$ cat src/rtl/imm_gen_pipe.sv
// Pipelined immediate generator: decodes the immediate at push time and queues
// {imm, imm_err, tag} in a DEPTH-entry FIFO; outputs are driven from the head entry.
module imm_gen_pipe #(
    parameter int XLEN  = 32,
    parameter int DEPTH = 2,
    parameter int TAG_W = 8
) (
    input  logic             clk,
    input  logic             rst_n,
    input  logic             flush,
    input  logic             in_valid,
    output logic             in_ready,
    input  logic [31:0]      inst,
    input  logic [6:0]       imm_ctrl,
    input  logic [TAG_W-1:0] in_tag,
    output logic             out_valid,
    input  logic             out_ready,
    output logic [XLEN-1:0]  imm,
    output logic             imm_err,
    output logic [TAG_W-1:0] out_tag
);

    localparam int PTR_W = (DEPTH > 1) ? $clog2(DEPTH) : 1;
    localparam int CNT_W = $clog2(DEPTH + 1);

    logic [PTR_W-1:0] wr_ptr;
    logic [PTR_W-1:0] rd_ptr;
    logic [CNT_W-1:0] count;
    logic             push;
    logic             pop;

    logic [31:0]      imm32;
    logic             ext_err;
    logic [XLEN-1:0]  ext_imm;

    logic [XLEN-1:0]  mem_imm [DEPTH];
    logic             mem_err [DEPTH];
    logic [TAG_W-1:0] mem_tag [DEPTH];

    logic             unused_opcode;
    assign unused_opcode = ^inst[6:0];

    // Every format is formed as a 32-bit value whose bit 31 is the correct
    // extension bit, so one sign-extension to XLEN serves all of them.
    always_comb begin
        imm32   = '0;
        ext_err = 1'b0;
        case (imm_ctrl)
            7'b000_0001: imm32 = {{20{inst[31]}}, inst[31:20]};
            7'b000_0010: imm32 = {{20{inst[31]}}, inst[31:25], inst[11:7]};
            7'b000_0100: imm32 = {{19{inst[31]}}, inst[31], inst[7], inst[30:25], inst[11:8], 1'b0};
            7'b000_1000: imm32 = {inst[31:12], 12'b0};
            7'b001_0000: imm32 = {{11{inst[31]}}, inst[31], inst[19:12], inst[20], inst[30:21], 1'b0};
            7'b010_0000: imm32 = {27'b0, inst[19:15]};
            7'b100_0000: begin
                if (XLEN == 64) begin
                    imm32 = {26'b0, inst[25:20]};
                end else if (inst[25]) begin
                    ext_err = 1'b1;
                end else begin
                    imm32 = {27'b0, inst[24:20]};
                end
            end
            default: ext_err = 1'b1;
        endcase
    end

    assign ext_imm = XLEN'($signed(imm32));

    assign in_ready  = (count != CNT_W'(DEPTH));
    assign out_valid = (count != '0);
    assign push      = in_valid & in_ready;
    assign pop       = out_valid & out_ready;

    always_ff @(posedge clk or negedge rst_n) begin
        if (!rst_n) begin
            wr_ptr <= '0;
            rd_ptr <= '0;
            count  <= '0;
        end else if (flush) begin
            wr_ptr <= '0;
            rd_ptr <= '0;
            count  <= '0;
        end else begin
            if (push) begin
                wr_ptr <= (wr_ptr == PTR_W'(DEPTH - 1)) ? '0 : wr_ptr + PTR_W'(1);
            end
            if (pop) begin
                rd_ptr <= (rd_ptr == PTR_W'(DEPTH - 1)) ? '0 : rd_ptr + PTR_W'(1);
            end
            case ({push, pop})
                2'b10:   count <= count + CNT_W'(1);
                2'b01:   count <= count - CNT_W'(1);
                default: count <= count;
            endcase
        end
    end

    // Payload storage needs no reset: outputs are gated by out_valid.
    always_ff @(posedge clk) begin
        if (push && !flush) begin
            mem_imm[wr_ptr] <= ext_imm;
            mem_err[wr_ptr] <= ext_err;
            mem_tag[wr_ptr] <= in_tag;
        end
    end

    assign imm     = out_valid ? mem_imm[rd_ptr] : '0;
    assign imm_err = out_valid ? mem_err[rd_ptr] : 1'b0;
    assign out_tag = out_valid ? mem_tag[rd_ptr] : '0;

endmodule

$ cat config.mk
export PLATFORM = sky130hd
export DESIGN_NAME = imm_gen_pipe
export DESIGN_NICKNAME = d
export VERILOG_FILES = /design/src/rtl/imm_gen_pipe.sv
export SDC_FILE = /design/constraint.sdc
export NUM_CORES = 1
export LEC_CHECK = 0
export CAP_MARGIN = 25
export CORE_ASPECT_RATIO = 2
export CORE_UTILIZATION = 50
export DETAILED_ROUTE_END_ITERATION = 6
export PLACE_DENSITY = 0.78
export REMOVE_ABC_BUFFERS = 1
export SYNTH_ARGS = -nofsm -noshare
export SYNTH_HDL_FRONTEND = slang
export SYNTH_SLANG_ARGS = --single-unit
$ cat constraint.sdc
create_clock -name clk -period 5.5 [get_ports clk]
set_clock_uncertainty 0.15 [all_clocks]
set_input_delay 0.825 -clock clk [delete_from_list [all_inputs] [get_ports clk]]
set_output_delay 0.825 -clock clk [all_outputs]
set_load 0.01 [all_outputs]
# After elaboration in Yosys (flattened, before gate mapping)

Memory sizes are Yosys's and may differ from the RTL's.
Index checks and enable logic that the tools add are counted.

Add/sub/neg operators: 4
Bitwise gates (word level): 2
Reduce and logical (&&, ||, !) cells: 7
Mux-type cells: 17
Equal/unequal tests: 10

Operator list:

| kind                  | count |
|---|---|
| $pmux W32 S7          | 1 |
| $mux W32              | 1 |
| $mux W1               | 10 |
| $mux W8               | 1 |
| $eq A7 B1 Y1 const B  | 1 |
| $eq A7 B2 Y1 const B  | 1 |
| $eq A7 B3 Y1 const B  | 1 |
| $eq A7 B4 Y1 const B  | 1 |
| $eq A7 B5 Y1 const B  | 1 |
| $eq A7 B6 Y1 const B  | 1 |
| $eq A7 B7 Y1 const B  | 1 |
| $reduce_bool A2 Y1    | 3 |
| $reduce_or A6 Y1      | 1 |
| $mux W5               | 1 |
| $pmux W2 S2           | 1 |
| $reduce_bool A3 Y1    | 1 |
| $add A1 B1 Y1 const B | 2 |
| $add A2 B1 Y2 const B | 1 |
| $and A1 B1 Y1         | 2 |
| $eq A2 B1 Y1 const B  | 1 |
| $eq A2 B2 Y1 const B  | 1 |
| $mux W2               | 1 |
| $ne A2 B2 Y1 const B  | 1 |
| $pmux W1 S2           | 1 |
| other kinds (3)       | 3 |

Flip-flop bits (word level): 4
Memories kept: 3
Bits in writable memories: 82
Word-level logic and storage cells: 46

Memory list:

| name    | depth | width | rd ports | clocked after memory_dff | wr ports | RTL line | source |
|---|---|---|---|---|---|---|---|
| mem_imm | 2     | 32    | 1        | 0                        | 1        | 36       | `logic [XLEN-1:0] mem_imm [DEPTH];` |
| mem_tag | 2     | 8     | 1        | 0                        | 1        | 38       | `logic [TAG_W-1:0] mem_tag [DEPTH];` |
| mem_err | 2     | 1     | 1        | 0                        | 1        | 37       | `logic mem_err [DEPTH];` |

# Depth between registers and ports, before layout

Gate-level depths: netlist of run 1.

Word-level depth: 5
Mapped depth: 5
Depth with buffers taken out: 4

# Least setup slack after synthesis of run 1

No wires, ideal clock.

Path type: input to register
Start point: input port in_valid
End point: memory mem_err[1], enable pin
Data arrival time: 3.920 ns
Slack: 0.931 ns
Setup time: 0.499 ns
Cell stages on the path: 2
Cells stage by stage: nand2_1 > nor3b_1

Word-level cells in the longest chain between the ends: 4

Ends and longest elaborated chain:

| what                          | RTL line | source |
|---|---|---|
| start, declared               | 11       | `input logic in_valid,` |
| $and A1 B1 Y1                 | 72       | `assign push = in_valid & in_ready;` |
| $logic_and A1 B1 Y1           | 101      | `if (push && !flush) begin` |
| $mux W1                       | 101      |  |
| $mux W1 (not written as such) | 103      | `mem_err[wr_ptr] <= ext_err;` |
| end, declared                 | 37       |  |

No other way between the ends.

# Worst setup path after layout of run 1

Start point: register rd_ptr
End point: output port imm[0]

Word-level cells in the longest chain between the ends: 2

Ends and longest elaborated chain:

| what                   | RTL line | source |
|---|---|---|
| start, declared        | 27       | `logic [PTR_W-1:0] rd_ptr;` |
| start signal, assigned | 89       | `rd_ptr <= (rd_ptr == PTR_W'(DEPTH - 1)) ? '0 : rd_ptr + PTR_W'(1);` |
| $mem_v2 Z2 W32         | --       |  |
| $mux W32               | 108      | `assign imm = out_valid ? mem_imm[rd_ptr] : '0;` |
| end, declared          | 18       | `output logic [XLEN-1:0] imm,` |

No other way between the ends.

==> results of run 1 <==
-- per-stage QoR --
step                      hold slack [ns]  setup WS, ns
final                               0.471          2.20
after global routing                0.513          2.08
after CTS                           0.460          2.16
after detailed placement            0.453          2.11
after global placement              0.415          1.87
after floorplan                     0.379         0.931
-- cells by family (layout without fill, tap and decap cells) --
logic type      Yosys count  after routing  share of synthesized area (%)
simple gates            109            109                           15.4
xor+xnor                  4              4                          0.837
buf+inv                  38            122                           3.92
mux                      42             42                           10.1
flops                    86             86                           61.2
compound gates           45             45                           8.61
-- registers in the layout, indices dropped and copies added (netlist names) --
name / flops
mem_imm: 64
count: 2
mem_err: 2
mem_tag: 16
rd_ptr: 1
wr_ptr: 1
-- layout make-up --
class,count,area (um^2)
multi-input cells,200,1480
clock buffers,10,229
fillers,570,2520
repair buffers,94,931
well taps,96,120
clock inverters,5,98.8
flip-flops and latches,86,2560
inverters,13,48.8
-- worst min path at each step --
stage / from / end / depth (start not counted)
after floorplan: rst_n / count[0]$_DFFE_PN0P_ / 0
after global placement: wr_ptr$_DFFE_PN0P_ / wr_ptr$_DFFE_PN0P_ / 2
after detailed placement: wr_ptr$_DFFE_PN0P_ / wr_ptr$_DFFE_PN0P_ / 2
after CTS: wr_ptr$_DFFE_PN0P_ / wr_ptr$_DFFE_PN0P_ / 2
after global routing: wr_ptr$_DFFE_PN0P_ / wr_ptr$_DFFE_PN0P_ / 2
final: wr_ptr$_DFFE_PN0P_ / wr_ptr$_DFFE_PN0P_ / 2
-- critical path, stage by stage, from the launching register on --
cell and delay (ns):
dfrtp_2 0.55, buf_4 0.54, mux2i_1 0.32, nor2_1 0.06
clkdlybuf4s50_1 0.51
-- synthesized netlist by cell type, types with 3 or more instances --
cell type and count:
nand2_1 4, edfxtp_1 82, o31ai_1 11, a21o_1 8, nor3b_1 3, nor4_1 7, a221o_1 5, inv_1 13
nand3_1 12, a21oi_1 4, clkbuf_1 13, buf_2 11, nor4b_1 4, or4bb_1 12, dfrtp_1 4, mux2i_1 41
nor2_1 50, a31oi_1 4, o21ai_0 4
-- layer usage --
| metal | vias up | global-route usage (%) | part of all wire, % |
|---|---|---|---|
| met4 | 0 | 8.63 | 2.1 |
| met3 | 16 | 4.95 | 4.4 |
| li1 | 1399 | - | - |
| met1 | 1447 | 23.2 | 36 |
| met5 | - | 0 | 0 |
| met2 | 115 | 38.6 | 58 |
-- power breakdown --
group          switching (mW)  leakage [nW]  internal (mW)
clock                   0.219         0.160          0.438
combinational           0.101         0.894         0.0967
sequential            0.00862         0.894          0.732
total                   0.329          1.95           1.27
==> impl_metrics.tcl, run 1 <==
set metrics [dict create \
    status "finished clean" \
    worstSetupPathType "reg2out" \
    clkSinkCount 86 \
    ctsHoldBuffers 0 \
    gp_congestion 0.756 \
    ys_ff_latch 86 \
    layout-drive-gt1-share_pct 8.33 \
    fin_crit_ns 3.30 \
    synth_cells 324 \
    vdd_drop_max_v 0.000198 \
    final_cell_mix "87 x clkdlybuf4s50_1, 82 x edfxtp_1, 49 x nor2_1" \
    start_util_pct 52.3 \
    path_max_fanout 32 \
    cts_tree "done" \
    clockBufferDepth 2 \
    fmax_ghz 0.303 \
    grt_pass1_vias 2755 \
    die_h_um 131 \
    rows 46 \
    wirelength_mm 8.81 \
    tightest_slew_ns 0.961 \
    cts_buffers 9 \
    fin_area_um2 5480 \
    yosysTopAreaCell "edfxtp_1" \
    r2r-end "mem_tag[1][1]$_DFFE_PP_" \
    grt.total_usage_pct 21.5 \
    drt_iter0_markers 158 \
    final_util_pct 68.4 \
    startpoint "rd_ptr$_DFFE_PN0P_" \
    crit_arrival_ns 2.32 \
    leakage_nw 1.95 \
    clkTransAtPathRegs_ns 0.06 \
    post_drt_via_cell_ratio 5.91 \
    place_area_um2 5140 \
    wl_per_cell_um 17.5 \
    instances_no_fill 504 \
    hold_path_class "reg2reg" \
    crit_path_start_kind "register" \
    drc 0 \
    timing.rr.start "count[1]$_DFFE_PN0P_" \
    core_area_um2 8000 \
    final_max_slew_viol_count 0 \
    layout_commonest_cell "clkdlybuf4s50_1" \
    overflow 0 \
    synth_edf_count 82 \
    setup_viol 0 \
    ant_nets 0 \
    ff2ff_setup_slack_ns 3.47 \
    fp.dieW_um 66.7 \
    required_ns 4.53 \
    final_nets 456 \
    clkLatencyLatePin_ns 0.33 \
    n_antenna_cell 0 \
    io_buffer_count 87 \
    maxSlewHeadroom_pct 35.8 \
    synth.distinct_cells 43 \
    antenna_found_initial 0 \
    crit_end "imm[0]" \
    cts_max_level 3 \
    hold_viol 0 \
    async_flop_share_pct 4.65 \
    maxCapViolCount 0 \
    synthFlopType "edfxtp_1" \
    die-area_um2 8770 \
    clock-root-buffer "clkbuf_16" \
    dpl.hpwl_mm 6.01 \
    io_pins 95 \
    fin_crit_sh_pct 60.0 \
    syn_area_um2 4190 \
    vias 2977 \
    drtPass1Iterations 4 \
    yosys.area.top_type_share_pct 58.8 \
    total_power_mw 1.60 \
    cts_setup_buffers 0 \
    dp_cells 488 \
    grt_pass1_wl_mm 13.8 \
    power_density_nw_per_um2 291 \
    yosys_warnings 0 \
    final.setup.tns_ns 0 \
    setup.worst_path.end_class "output port" \
    yosys-top-cells-area "edfxtp_1 59%, mux2i_1 9.8%, nor2_1 4.5%, or4bb_1 3.2%, dfrtp_1 2.4%" \
    rsz0062_at_grt "no" \
    grt_max_degree 44 \
    syn2layout_area_growth_pct 30.8 \
    r2r_cells 5 \
    avgSynthCellArea_um2 12.9 \
    cts_resized 0 \
    ys_seq_area_share_pct 61.2 \
]
(Power assumes the default switching activity.)
==> inputs of run 2 (changes only) <==
==> constraint.sdc (replaced) <==
create_clock -name clk -period 3.4 [get_ports clk]
set_clock_uncertainty 0.15 [all_clocks]
set_input_delay 0.51 -clock clk [delete_from_list [all_inputs] [get_ports clk]]
set_output_delay 0.51 -clock clk [all_outputs]
set_load 0.01 [all_outputs]
==> run 2 against run 1 <==
Net effect:
- global-route usage shrank 0.27 points
- clock power is 27% higher
- worst setup slack worse by 1.6 ns
- core utilization is 0.30 points lower
- via count shrank 2.1%
- sequential power rose by 62%
- sequential share of layout area is 0.20 points higher
- wire length down 1.8%
- die area stayed put
- critical endpoint is now imm[15]
==> impl_metrics.tcl, run 2 (synthesis gave the netlist of run 1 again) <==
set metrics [dict create \
    clock-root-buffer "clkbuf_16" \
    power_density_nw_per_um2 433 \
    cp_cell_sequence "buf_12 -> mux2i_1 -> nor2_1 -> clkdlybuf4s50_1" \
    timing.rr.start "count[1]$_DFFE_PN0P_" \
    rows 46 \
    final_nets 461 \
    instances_no_fill 510 \
    dpl.hpwl_mm 6.13 \
    drc 0 \
    drt_iter0_markers 130 \
    whs_ns 0.233 \
    antenna_found_initial 0 \
    io_pins 95 \
    core_area_um2 8000 \
    cts_setup_buffers 0 \
    crit_arrival_ns 2.10 \
    fp.dieW_um 66.7 \
    place_area_um2 5190 \
    cts_buffers 9 \
    final_util_pct 68.1 \
    die-area_um2 8770 \
    status "finished clean" \
    clkTransAtPathRegs_ns 0.05 \
    clkSinkCount 86 \
    io_buffer_count 87 \
    total_power_mw 2.36 \
    cts_tree "done" \
    ant_nets 0 \
    setup_viol 0 \
    ctsHoldBuffers 0 \
    crit_buf_inv 2 \
    vias 2913 \
    final.setup.tns_ns 0 \
    rsz0062_at_grt "no" \
    maxCapViolCount 0 \
    vdd_drop_max_v 0.000319 \
    cts_max_level 3 \
    start_util_pct 52.3 \
    wirelength_mm 8.65 \
    leakage_nw 1.94 \
    slowest_stage "dfrtp_2" \
    grt.total_usage_pct 21.2 \
    dpl_worst_slack_ns 0.395 \
    maxSlewHeadroom_pct 41.1 \
    dp_cells 494 \
    r2r-end "mem_tag[1][5]$_DFFE_PP_" \
    regMostFlops "mem_imm" \
    hold_path_class "in2async" \
    tightest_slew_ns 0.881 \
    required_ns 2.74 \
    fin_crit_sh_pct 81.2 \
    syn2layout_area_growth_pct 30.2 \
    fin_area_um2 5450 \
    final_max_slew_viol_count 0 \
    layout_commonest_cell "clkdlybuf4s50_1" \
    grt_pass1_vias 2832 \
    wl_per_cell_um 17.0 \
    cts_resized 0 \
    grt_pass1_wl_mm 13.7 \
    reg.largest.list "mem_imm (64), mem_tag (16)" \
    drtPass1Iterations 4 \
    fin_crit_ns 2.76 \
    r2r_cells 5 \
    path_max_fanout 28 \
    worstSetupPathType "reg2out" \
    fin_ws_ns 0.638 \
    clkLatencyLatePin_ns 0.32 \
    overflow 0 \
    ff2ff_setup_slack_ns 1.36 \
    path_depth 4 \
    crit_path_start_kind "register" \
    clockBufferDepth 2 \
    layout-drive-gt1-share_pct 9.18 \
    fmax_ghz 0.362 \
    post_drt_via_cell_ratio 5.71 \
    slowest_delay_ns 0.65 \
    hold_viol 0 \
    grt_max_degree 42 \
    n_antenna_cell 0 \
    die_h_um 131 \
    gp_congestion 0.784 \
    setup.worst_path.end_class "output port" \
    final_cell_mix "87 x clkdlybuf4s50_1, 82 x edfxtp_1, 49 x nor2_1" \
    largest_register_ffs 64 \
    cp_top_family "buffers and inverters" \
]
[run 2: cell types whose count changed in the layout (fill, tap and decap cells not counted)]
cell / delta
buf_4: +5
bufinv_16: -3
clkinv_1: +2
buf_12: +1
buf_6: -1
clkinv_2: +1
clkinvlp_4: +1
[run 2: how the worst max path moves through the flow]
stage | start | endpoint | slack [ns]
final | rd_ptr$_DFFE_PN0P_ | imm[15] | 0.64
after CTS | rd_ptr$_DFFE_PN0P_ | imm[24] | 0.61
after detailed placement | imm_ctrl[0] | mem_imm[1][16]$_DFFE_PP_ | 0.39
after global routing | imm_ctrl[0] | mem_imm[0][16]$_DFFE_PP_ | 0.53
after floorplan | count[1]$_DFFE_PN0P_ | mem_err[1]$_DFFE_PP_ | -1.03
after global placement | imm_ctrl[0] | mem_imm[1][25]$_DFFE_PP_ | 0.45
[run 2: power by group]
group | switching [mW] | leakage [nW] | internal, mW
clock | 0.350 | 0.125 | 0.484
sequential | 0.0164 | 0.894 | 1.18
combinational | 0.163 | 0.920 | 0.162
[run 2: layer usage]
layer	wire, um	GRT usage (%)	up-vias
li1	-	-	1405
met1	3180	23.6	1398
met4	261	9.69	0
met5	0	0	-
met2	4940	38.0	89
met3	273	3.13	21
[run 2: layout make-up]
| class | count | area [um^2] |
|---|---|---|
| inverters | 13 | 48.8 |
| multi-input cells | 200 | 1480 |
| well taps | 96 | 120 |
| clock inverters | 6 | 28.8 |
| flip-flops and latches | 86 | 2560 |
| repair buffers | 99 | 977 |
| fillers | 606 | 2550 |
| clock buffers | 10 | 229 |
==> inputs of run 3 (changes only) <==
--- a/config.mk
+++ b/config.mk
@@ -7,9 +7,9 @@
 export LEC_CHECK = 0
 export CAP_MARGIN = 25
 export CORE_ASPECT_RATIO = 2
-export CORE_UTILIZATION = 50
+export CORE_UTILIZATION = 46
 export DETAILED_ROUTE_END_ITERATION = 6
-export PLACE_DENSITY = 0.78
+export PLACE_DENSITY = 0.75
 export REMOVE_ABC_BUFFERS = 1
 export SYNTH_ARGS = -nofsm -noshare
 export SYNTH_HDL_FRONTEND = slang
==> constraint.sdc (replaced) <==
create_clock -name clk -period 2.4 [get_ports clk]
set_clock_uncertainty 0.15 [all_clocks]
set_input_delay 0.36 -clock clk [delete_from_list [all_inputs] [get_ports clk]]
set_output_delay 0.36 -clock clk [all_outputs]
set_load 0.01 [all_outputs]
==> run 3 against run 2 <==
Net effect:
- critical path depth unchanged
- die area is 8.5% higher
- core utilization shrank 1.6 points
- final cell count rose by 5.3%
- largest power group unchanged
==> impl_metrics.tcl, run 3 (synthesis gave the netlist of run 1 again) <==
set metrics [dict create \
    path_max_fanout 21 \
    tightest_slew_ns 0.386 \
    cts_tree "done" \
    cts_setup_buffers 0 \
    regArea_um2 2560 \
    worstSetupPathType "reg2out" \
    die_h_um 137 \
    place_area_um2 5400 \
    core_area_um2 8710 \
    reg.largest.list "mem_imm (64), mem_tag (16)" \
    final_cell_mix "82 x edfxtp_1, 71 x clkdlybuf4s50_1, 49 x nor2_1" \
    gp_congestion 0.894 \
    required_ns 1.89 \
    dpl.hpwl_mm 6.44 \
    maxCapViolCount 0 \
    die-area_um2 9510 \
    final_max_slew_viol_count 0 \
    grt_max_degree 44 \
    post_drt_via_cell_ratio 5.67 \
    ant_nets 0 \
    cp_top_family "buffers and inverters" \
    multiInputGateArea_um2 1490 \
    setup_viol 0 \
    wirelength_mm 9.31 \
    fillers 645 \
    rows 48 \
    setup.worst_path.end_class "output port" \
    grt_pass1_vias 3113 \
    clock-root-buffer "clkbuf_16" \
    leakage_nw 2.37 \
    grt.total_usage_pct 20.6 \
    fmax_ghz 0.427 \
    maxSlewHeadroom_pct 74.1 \
    slowest_stage "clkdlybuf4s50_1" \
    io_buffer_count 87 \
    layout_commonest_cell "edfxtp_1" \
    cp_cell_sequence "bufbuf_16 -> mux2i_1 -> nor2_1 -> clkdlybuf4s50_1" \
    crit_arrival_ns 1.83 \
    fin_ws_ns 0.0562 \
    fin_crit_sh_pct 97.7 \
    grt_pass1_wl_mm 14.8 \
    drc 0 \
    drt_iter0_markers 163 \
    clkSinkCount 86 \
    clkTransAtPathRegs_ns 0.06 \
    overflow 0 \
    largest_register_ffs 64 \
    syn2layout_area_growth_pct 38.4 \
    crit_buf_inv 2 \
    hold_path_class "in2async" \
    drtPass1Iterations 4 \
    hold_viol 0 \
    status "finished clean" \
    dpl_worst_slack_ns -0.287 \
    clockBufferDepth 2 \
    layout-drive-gt1-share_pct 14.4 \
    fp.dieW_um 69.5 \
    vias 3043 \
    antenna_found_initial 0 \
    fin_crit_ns 2.34 \
    cts_buffers 9 \
    regMostFlops "mem_imm" \
    cts_max_level 3 \
    clkLatencyLatePin_ns 0.33 \
    crit_path_start_kind "register" \
    dp_cells 520 \
    start_util_pct 48.1 \
    vdd_drop_max_v 0.000365 \
    wl_per_cell_um 17.3 \
    n_antenna_cell 0 \
    final_nets 484 \
    io_pins 95 \
    rsz0062_at_grt "no" \
    fin_area_um2 5790 \
    power_density_nw_per_um2 628 \
    instances_no_fill 537 \
    slowest_delay_ns 0.54 \
]
[run 3: per-layer routing]
| metal | share of wire (%) | GRT usage [%] | up-vias | wire (um) |
|---|---|---|---|---|
| li1 | - | - | 1454 | - |
| met1 | 36 | 21.6 | 1474 | 3340 |
| met2 | 56 | 37.8 | 93 | 5260 |
| met3 | 3.8 | 3.02 | 22 | 350 |
| met4 | 3.9 | 13.3 | 0 | 359 |
| met5 | 0 | 0 | - | 0 |
[run 3: area by class of cell]
cell class	count	area share [%]
Clock buffer	10	3.95
Clock inverter	6	1.47
Inverter	13	0.842
Multi-Input combinational cell	200	25.7
Sequential cell	86	44.2
Tap cell	100	2.16
Timing Repair Buffer	122	21.6
[run 3: path summary, 6_finish.rpt]
path	cells after the start	slack, ns	endpoint	startpoint
worst max-delay path	4	0.06	imm[31]	rd_ptr$_DFFE_PN0P_
worst min-delay path	1	0.08	count[0]$_DFFE_PN0P_	rst_n
worst min register to register	2	0.45	wr_ptr$_DFFE_PN0P_	wr_ptr$_DFFE_PN0P_
min in group clk	2	0.45	wr_ptr$_DFFE_PN0P_	wr_ptr$_DFFE_PN0P_
max in group asynchronous	1	1.84	rd_ptr$_DFFE_PN0P_	rst_n
worst max register to register	5	0.56	mem_tag[1][6]$_DFFE_PP_	count[1]$_DFFE_PN0P_
[run 3: per-stage QoR]
stage               setup TNS [ns]  hold WS, ns  utilization, %  power, mW
finish                           0       0.0776            66.5       3.64
floorplan                  -160.77      -0.0856               -       1.94
global placement            -12.92        0.428            61.9       2.22
CTS                              0       0.0725            66.0       3.67
detailed placement           -3.23        0.429            62.0       2.23
global route                     0       0.0793            66.5       3.76
[run 3: timing repair]
action	4_1_cts	5_1_grt
gates resized for setup	0	17
setup endpoints to repair	1	18
endpoints found under the hold margin	0	0
hold buffers	0	0
cloned	1	0
[run 3: power breakdown]
group / total (mW) / internal (mW) / switching [mW]
Sequential: 1.69 / 1.68 / 0.0138
Combinational: 0.518 / 0.265 / 0.253
Clock: 1.43 / 0.909 / 0.525
